### src/rtl/apb_timer_evt_gen.sv
// APB event generator: picks, syncs, filters and edge-detects event lines for the timer lo/hi halves.
// Optional sticky STATUS register at 0x0C when APB_TIMER_EVT_STATUS_EN is defined.
module apb_timer_evt_gen #(
  parameter int APB_ADDR_WIDTH = 32,
  parameter int NUM_EVT        = 8
) (
  input  logic                      clk_i,
  input  logic                      rst_ni,
  input  logic [APB_ADDR_WIDTH-1:0] PADDR_i,
  input  logic [31:0]               PWDATA_i,
  input  logic                      PWRITE_i,
  input  logic                      PSEL_i,
  input  logic                      PENABLE_i,
  output logic [31:0]               PRDATA_o,
  output logic                      PREADY_o,
  output logic                      PSLVERR_o,
  input  logic [NUM_EVT-1:0]        evt_i,
  output logic                      event_lo_o,
  output logic                      event_hi_o
);

  localparam logic [5:0] A_CFG_LO = 6'h00;
  localparam logic [5:0] A_CFG_HI = 6'h04;
  localparam logic [5:0] A_SW_TRG = 6'h08;
`ifdef APB_TIMER_EVT_STATUS_EN
  localparam logic [5:0] A_STATUS = 6'h0C;
`endif

  logic               wr;
  logic               rd;
  logic [5:0]         addr;
  logic               unused_bits;

  logic [NUM_EVT-1:0] sync1_q;
  logic [NUM_EVT-1:0] sync2_q;
  logic [31:0]        evt_pad;
  logic               new_lvl;

  logic [1:0][4:0]    src_q;
  logic [1:0][1:0]    mode_q;
  logic [1:0][7:0]    filt_q;
  logic [1:0][7:0]    cnt_q;
  logic [1:0]         en_q;
  logic [1:0]         lvl_q;
  logic [1:0]         lvl_d_q;
  logic [1:0]         evt_q;
  logic [1:0]         smp;
  logic [1:0]         hw;
  logic [1:0]         sw;
  logic [1:0]         cfg_wr;

  assign addr      = PADDR_i[5:0];
  assign wr        = PSEL_i & PENABLE_i & PWRITE_i;
  assign rd        = PSEL_i & PENABLE_i & ~PWRITE_i;
  assign PREADY_o  = 1'b1;
  assign PSLVERR_o = 1'b0;

  assign unused_bits = ^{PADDR_i[APB_ADDR_WIDTH-1:6],
                         PWDATA_i[30:24], PWDATA_i[15:10],
                         PWDATA_i[7:5]};

  assign cfg_wr[0] = wr & (addr == A_CFG_LO);
  assign cfg_wr[1] = wr & (addr == A_CFG_HI);
  assign sw        = (wr && addr == A_SW_TRG) ? PWDATA_i[1:0] : 2'b00;

  assign event_lo_o = evt_q[0];
  assign event_hi_o = evt_q[1];

  // Out-of-range sources index into the zero padding.
  always_comb begin
    evt_pad = '0;
    evt_pad[NUM_EVT-1:0] = sync2_q;
  end

  assign new_lvl = evt_pad[PWDATA_i[4:0]];

  always_comb begin
    smp = '0;
    hw  = '0;
    for (int c = 0; c < 2; c++) begin
      smp[c] = evt_pad[src_q[c]];
      hw[c]  = en_q[c] &
               ((lvl_q[c] & ~lvl_d_q[c] & mode_q[c][0]) |
                (~lvl_q[c] & lvl_d_q[c] & mode_q[c][1]));
    end
  end

  always_ff @(posedge clk_i or negedge rst_ni) begin
    if (!rst_ni) begin
      sync1_q <= '0;
      sync2_q <= '0;
    end else begin
      sync1_q <= evt_i;
      sync2_q <= sync1_q;
    end
  end

  always_ff @(posedge clk_i or negedge rst_ni) begin
    if (!rst_ni) begin
      src_q   <= '0;
      mode_q  <= '0;
      filt_q  <= '0;
      en_q    <= '0;
      lvl_q   <= '0;
      lvl_d_q <= '0;
      cnt_q   <= '0;
      evt_q   <= '0;
    end else begin
      for (int c = 0; c < 2; c++) begin
        evt_q[c] <= hw[c] | sw[c];
        if (cfg_wr[c]) begin
          // Reload from the new source so a reconfig never looks like an edge.
          src_q[c]   <= PWDATA_i[4:0];
          mode_q[c]  <= PWDATA_i[9:8];
          filt_q[c]  <= PWDATA_i[23:16];
          en_q[c]    <= PWDATA_i[31];
          lvl_q[c]   <= new_lvl;
          lvl_d_q[c] <= new_lvl;
          cnt_q[c]   <= '0;
        end else begin
          lvl_d_q[c] <= lvl_q[c];
          if (smp[c] == lvl_q[c]) begin
            cnt_q[c] <= '0;
          end else if (cnt_q[c] == filt_q[c]) begin
            lvl_q[c] <= ~lvl_q[c];
            cnt_q[c] <= '0;
          end else begin
            cnt_q[c] <= cnt_q[c] + 8'd1;
          end
        end
      end
    end
  end

`ifdef APB_TIMER_EVT_STATUS_EN
  logic [1:0] stat_q;
  logic [1:0] stat_clr;

  assign stat_clr = (wr && addr == A_STATUS) ? PWDATA_i[1:0] : 2'b00;

  always_ff @(posedge clk_i or negedge rst_ni) begin
    if (!rst_ni) begin
      stat_q <= '0;
    end else begin
      stat_q <= (stat_q & ~stat_clr) | evt_q;
    end
  end
`endif

  always_comb begin
    PRDATA_o = '0;
    if (rd) begin
      unique case (1'b1)
        addr == A_CFG_LO:
          PRDATA_o = {en_q[0], 7'b0, filt_q[0], 6'b0,
                      mode_q[0], 3'b0, src_q[0]};
        addr == A_CFG_HI:
          PRDATA_o = {en_q[1], 7'b0, filt_q[1], 6'b0,
                      mode_q[1], 3'b0, src_q[1]};
`ifdef APB_TIMER_EVT_STATUS_EN
        addr == A_STATUS:
          PRDATA_o = {30'b0, stat_q};
`endif
        default: PRDATA_o = '0;
      endcase
    end
  end

endmodule

### config.mk
export PLATFORM = sky130hd
export DESIGN_NAME = apb_timer_evt_gen
export DESIGN_NICKNAME = d
export VERILOG_FILES = /design/src/rtl/apb_timer_evt_gen.sv
export SDC_FILE = /design/constraint.sdc
export NUM_CORES = 1
export LEC_CHECK = 0
export BUFFER_PORTS_ARGS = -buffer_cell sky130_fd_sc_hd__buf_2
export CAP_MARGIN = 20
export CORE_MARGIN = 2
export CORE_UTILIZATION = 40
export CTS_BUF_LIST = sky130_fd_sc_hd__clkbuf_8
export CTS_CLUSTER_DIAMETER = 50
export CTS_CLUSTER_SIZE = 28
export DETAILED_ROUTE_END_ITERATION = 16
export PLACE_DENSITY = 0.65
export REMOVE_ABC_BUFFERS = 1
export SYNTH_ARGS = -nofsm -noshare
export SYNTH_HDL_FRONTEND = slang
export SYNTH_SLANG_ARGS = --single-unit
### constraint.sdc
create_clock -name clk_i -period 2.2 [get_ports clk_i]
set_input_delay 0.11 -clock clk_i [delete_from_list [all_inputs] [get_ports clk_i]]
set_output_delay 0.11 -clock clk_i [all_outputs]
set_load 0.01 [all_outputs]
==> flow_summary.ini <==
[power]
p_clk_share_pct = 34.4
pwr-share-seq_pct = 48.8
ir_drop_mv = 0.392
p_int_uw = 2210
p_comb_share_pct = 16.8
swShare_pct = 28.1
powerDensity_nw_per_um2 = 726
p_switching_uw = 866
leakagePower_uw = 0.00207

[critical_path]
critPathMaxFanout = 9
reg2regPathDepth = 6
worstPathArrival_ns = 1.64
endpoint_kind = output port
critPathLaunchType = input port
r2r-end = cnt_q[6]$_DFF_PN0_
rr_startpoint = src_q[0]$_DFFE_PN0P_
r2r_slack_ns = 0.52
worstSetupPathType = input port to output port
worst_ep_required_time_ns = 2.09

[floorplan]
row_count = 33
core_um2 = 8300
die_x_um = 97.2
initial_core_util_pct = 41.8
die_area_um2 = 9440
ios = 113
die_h_um = 97.2

[timing]
fin_crit_sh_pct = 79.3
skew_ns = 0.0133
setup_viol = 0
slew_viol_final = 0
fin_crit_ns = 1.75
setup_ws_ns = 0.455
whs_ns = 0.0177
max_freq_ghz = 0.573
finalHoldViolCount = 0
rsz0062_at_grt = false

[yosys]
ys_types = 35
yosys.area.top_type = dfrtp_1
synthMuxAreaShare_pct = 10.6
yosysMostFrequentCell = dfrtp_1
avgSynthCellArea_um2 = 10.8
synth-compound-area-share_pct = 6.27
synth_top_family_by_area = simple AND/OR/NAND/NOR gates
syn-instance-count = 322
synth_xor_area_share_pct = 7.57
synthSimpleGateAreaFrac_pct = 17.9
synthAdderAreaFrac_pct = 0.721
synthesis.area_um2 = 3470
yosysSeqAreaShare_pct = 50.5
yosysWarningCount = 0
synth_edf_count = 0
synth_seq_cells = 70
synthFlopType = dfrtp_1
synthTopCellsByArea = dfrtp_1, mux2_4, nand2_1
yosysTopAreaCellShare_pct = 50.5
yosys-top-cells-count = dfrtp_1, nand2_1, buf_4
async_reset_ff_share_pct = 100

[hold_path]
holdPathEnd = src_q[8]$_DFFE_PN0P_
timing.hold.worst.class = input port to flip-flop
worstHoldPathCells = 3
min-delay-start = PWDATA_i[3]

[clock_tree]
worst_skew_pair.late_latency_ns = 0.34
numClockSinks = 70
cts-resized-gates = 0
cts_buffer_depth = 2
htreeDepth = 3
cts_buffers = 9
cts_root_buffer = clkbuf_8
clk_pin_slew_ns = 0.07
cts_tree = yes

[cells_and_area]
diodes = 0
drive_above_1_share_pct = 24.5
fill_cells = 748
nets = 482
syn_to_final_growth_pct = 22.1

[global_route]
track_usage_pct = 16.5
grt_first_pass_wirelength_mm = 12.6
antenna_found_initial = 0
grt_pass1_vias = 2654
grt_overflow_total = 0
grt_max_degree = 71

[drt]
drtAntennaViolNets = 0
first_iter_violations = 89
wire_per_inst_um = 14.5
num_vias = 2583
drc = 0
via_per_inst = 5.04
first_pass_iters = 4
drt-total-wl_mm = 7.45

[placed_design]
gp_congestion = 0.818
io_buffers = 52
hpwl_mm = 5.36
place_worst_setup_slack_ns = 0.287

[flow_run]
maxCapViolations = 0

[status]
status = completed
## registers in the layout, summed over array words and instances (netlist names)
name	flops
cnt_q	16
en_q	2
evt_q	2
filt_q	16
lvl_d_q	2
lvl_q	2
mode_q	4
src_q	10
sync1_q	8
sync2_q	8
## kinds of logic after synthesis
logic type	Yosys count
and+or+nand+nor	128
DFF	70
AOI/OAI and AO/OA	31
buffers and inverters	31
xor gates and xnor gates	30
muxes	28
adders and majority gates	2
other	2
## layout make-up
class                      count  area, µm²  area share [%]
inverter                       1       3.75          0.0886
clock inverter                 5       57.6            1.36
tap                          105        131            3.10
multi-input combinational    237       1560            36.9
timing repair buffer          84        578            13.6
clock buffer                  11        151            3.57
sequential                    70       1750            41.3
## layer usage
metal,vias up,GRT usage [%],share of wire (%)
met3,12,3.67,4.1
li1,1237,-,-
met4,0,4.98,1.7
met5,-,0,0
met1,1264,20.8,44
met2,70,28.3,50
## critical path, stage by stage
cell and delay (ns):
buf_2 0.09, or4_4 0.57, nor3b_4 0.25, buf_4 0.21, a22oi_1 0.10, nor2_1 0.14
buf_2 0.15
## cell usage in the layout (no fill, tap or decap), types with 3 or more instances in the layout
| master | n |
|---|---|
| nand3b_1 | 6 |
| clkinvlp_4 | 3 |
| o21ai_0 | 6 |
| mux2i_1 | 12 |
| and4_1 | 3 |
| xor2_1 | 18 |
| buf_2 | 52 |
| nand4_1 | 5 |
| dfrtp_1 | 70 |
| buf_4 | 9 |
| a22oi_1 | 17 |
| dlygate4sd3_1 | 21 |
| nand3_1 | 11 |
| nor3_1 | 15 |
| nand2_1 | 57 |
| nor2_1 | 19 |
| and3_1 | 3 |
| conb_1 | 18 |
| xnor2_1 | 12 |
| clkbuf_8 | 11 |
| mux2_4 | 15 |
## how the worst max path moves through the flow
stage                         start  cells after the start                    to  slack, ns
2_1_floorplan            PADDR_i[5]                      5    cnt_q[2]$_DFF_PN0_      -0.51
3_3_place_gp             PADDR_i[5]                      8  lvl_d_q[1]$_DFF_PN0_       0.30
3_5_place_dp             PADDR_i[5]                      8  lvl_d_q[1]$_DFF_PN0_       0.29
4_1_cts                  PADDR_i[5]                      7           PRDATA_o[0]       0.46
5_1_grt        src_q[0]$_DFFE_PN0P_                      6    cnt_q[7]$_DFF_PN0_       0.34
6_report                 PADDR_i[5]                      7           PRDATA_o[0]       0.45
## what timing repair did
item	CTS	global route
setup buffers	0	0
endpoints found under the hold margin	90	0
hold buffers	21	0
## per-stage QoR
stage	setup TNS (ns)	area, µm²	std cells	power [µW]	utilization, %
final	0	4240	513	3080	51.1
after global routing	0	4240	513	3240	51.1
after floorplan	-12.52	3320	308	1810	-
after CTS	0	4240	513	3110	51.1
after global placement	0	3820	476	2010	46.0
after detailed placement	0	3820	476	2010	46.0
## power groups by stage
stage | Sequential, µW | Clock, µW | Combinational, µW
4_1_cts | 1500 | 1090 | 520
3_3_place_gp | 1520 | 0 | 482
6_report | 1500 | 1060 | 517
3_5_place_dp | 1530 | 0 | 488
5_1_grt | 1520 | 1150 | 573
2_1_floorplan | 1490 | 0 | 316
No activity file was read; power rests on OpenSTA's default activity.
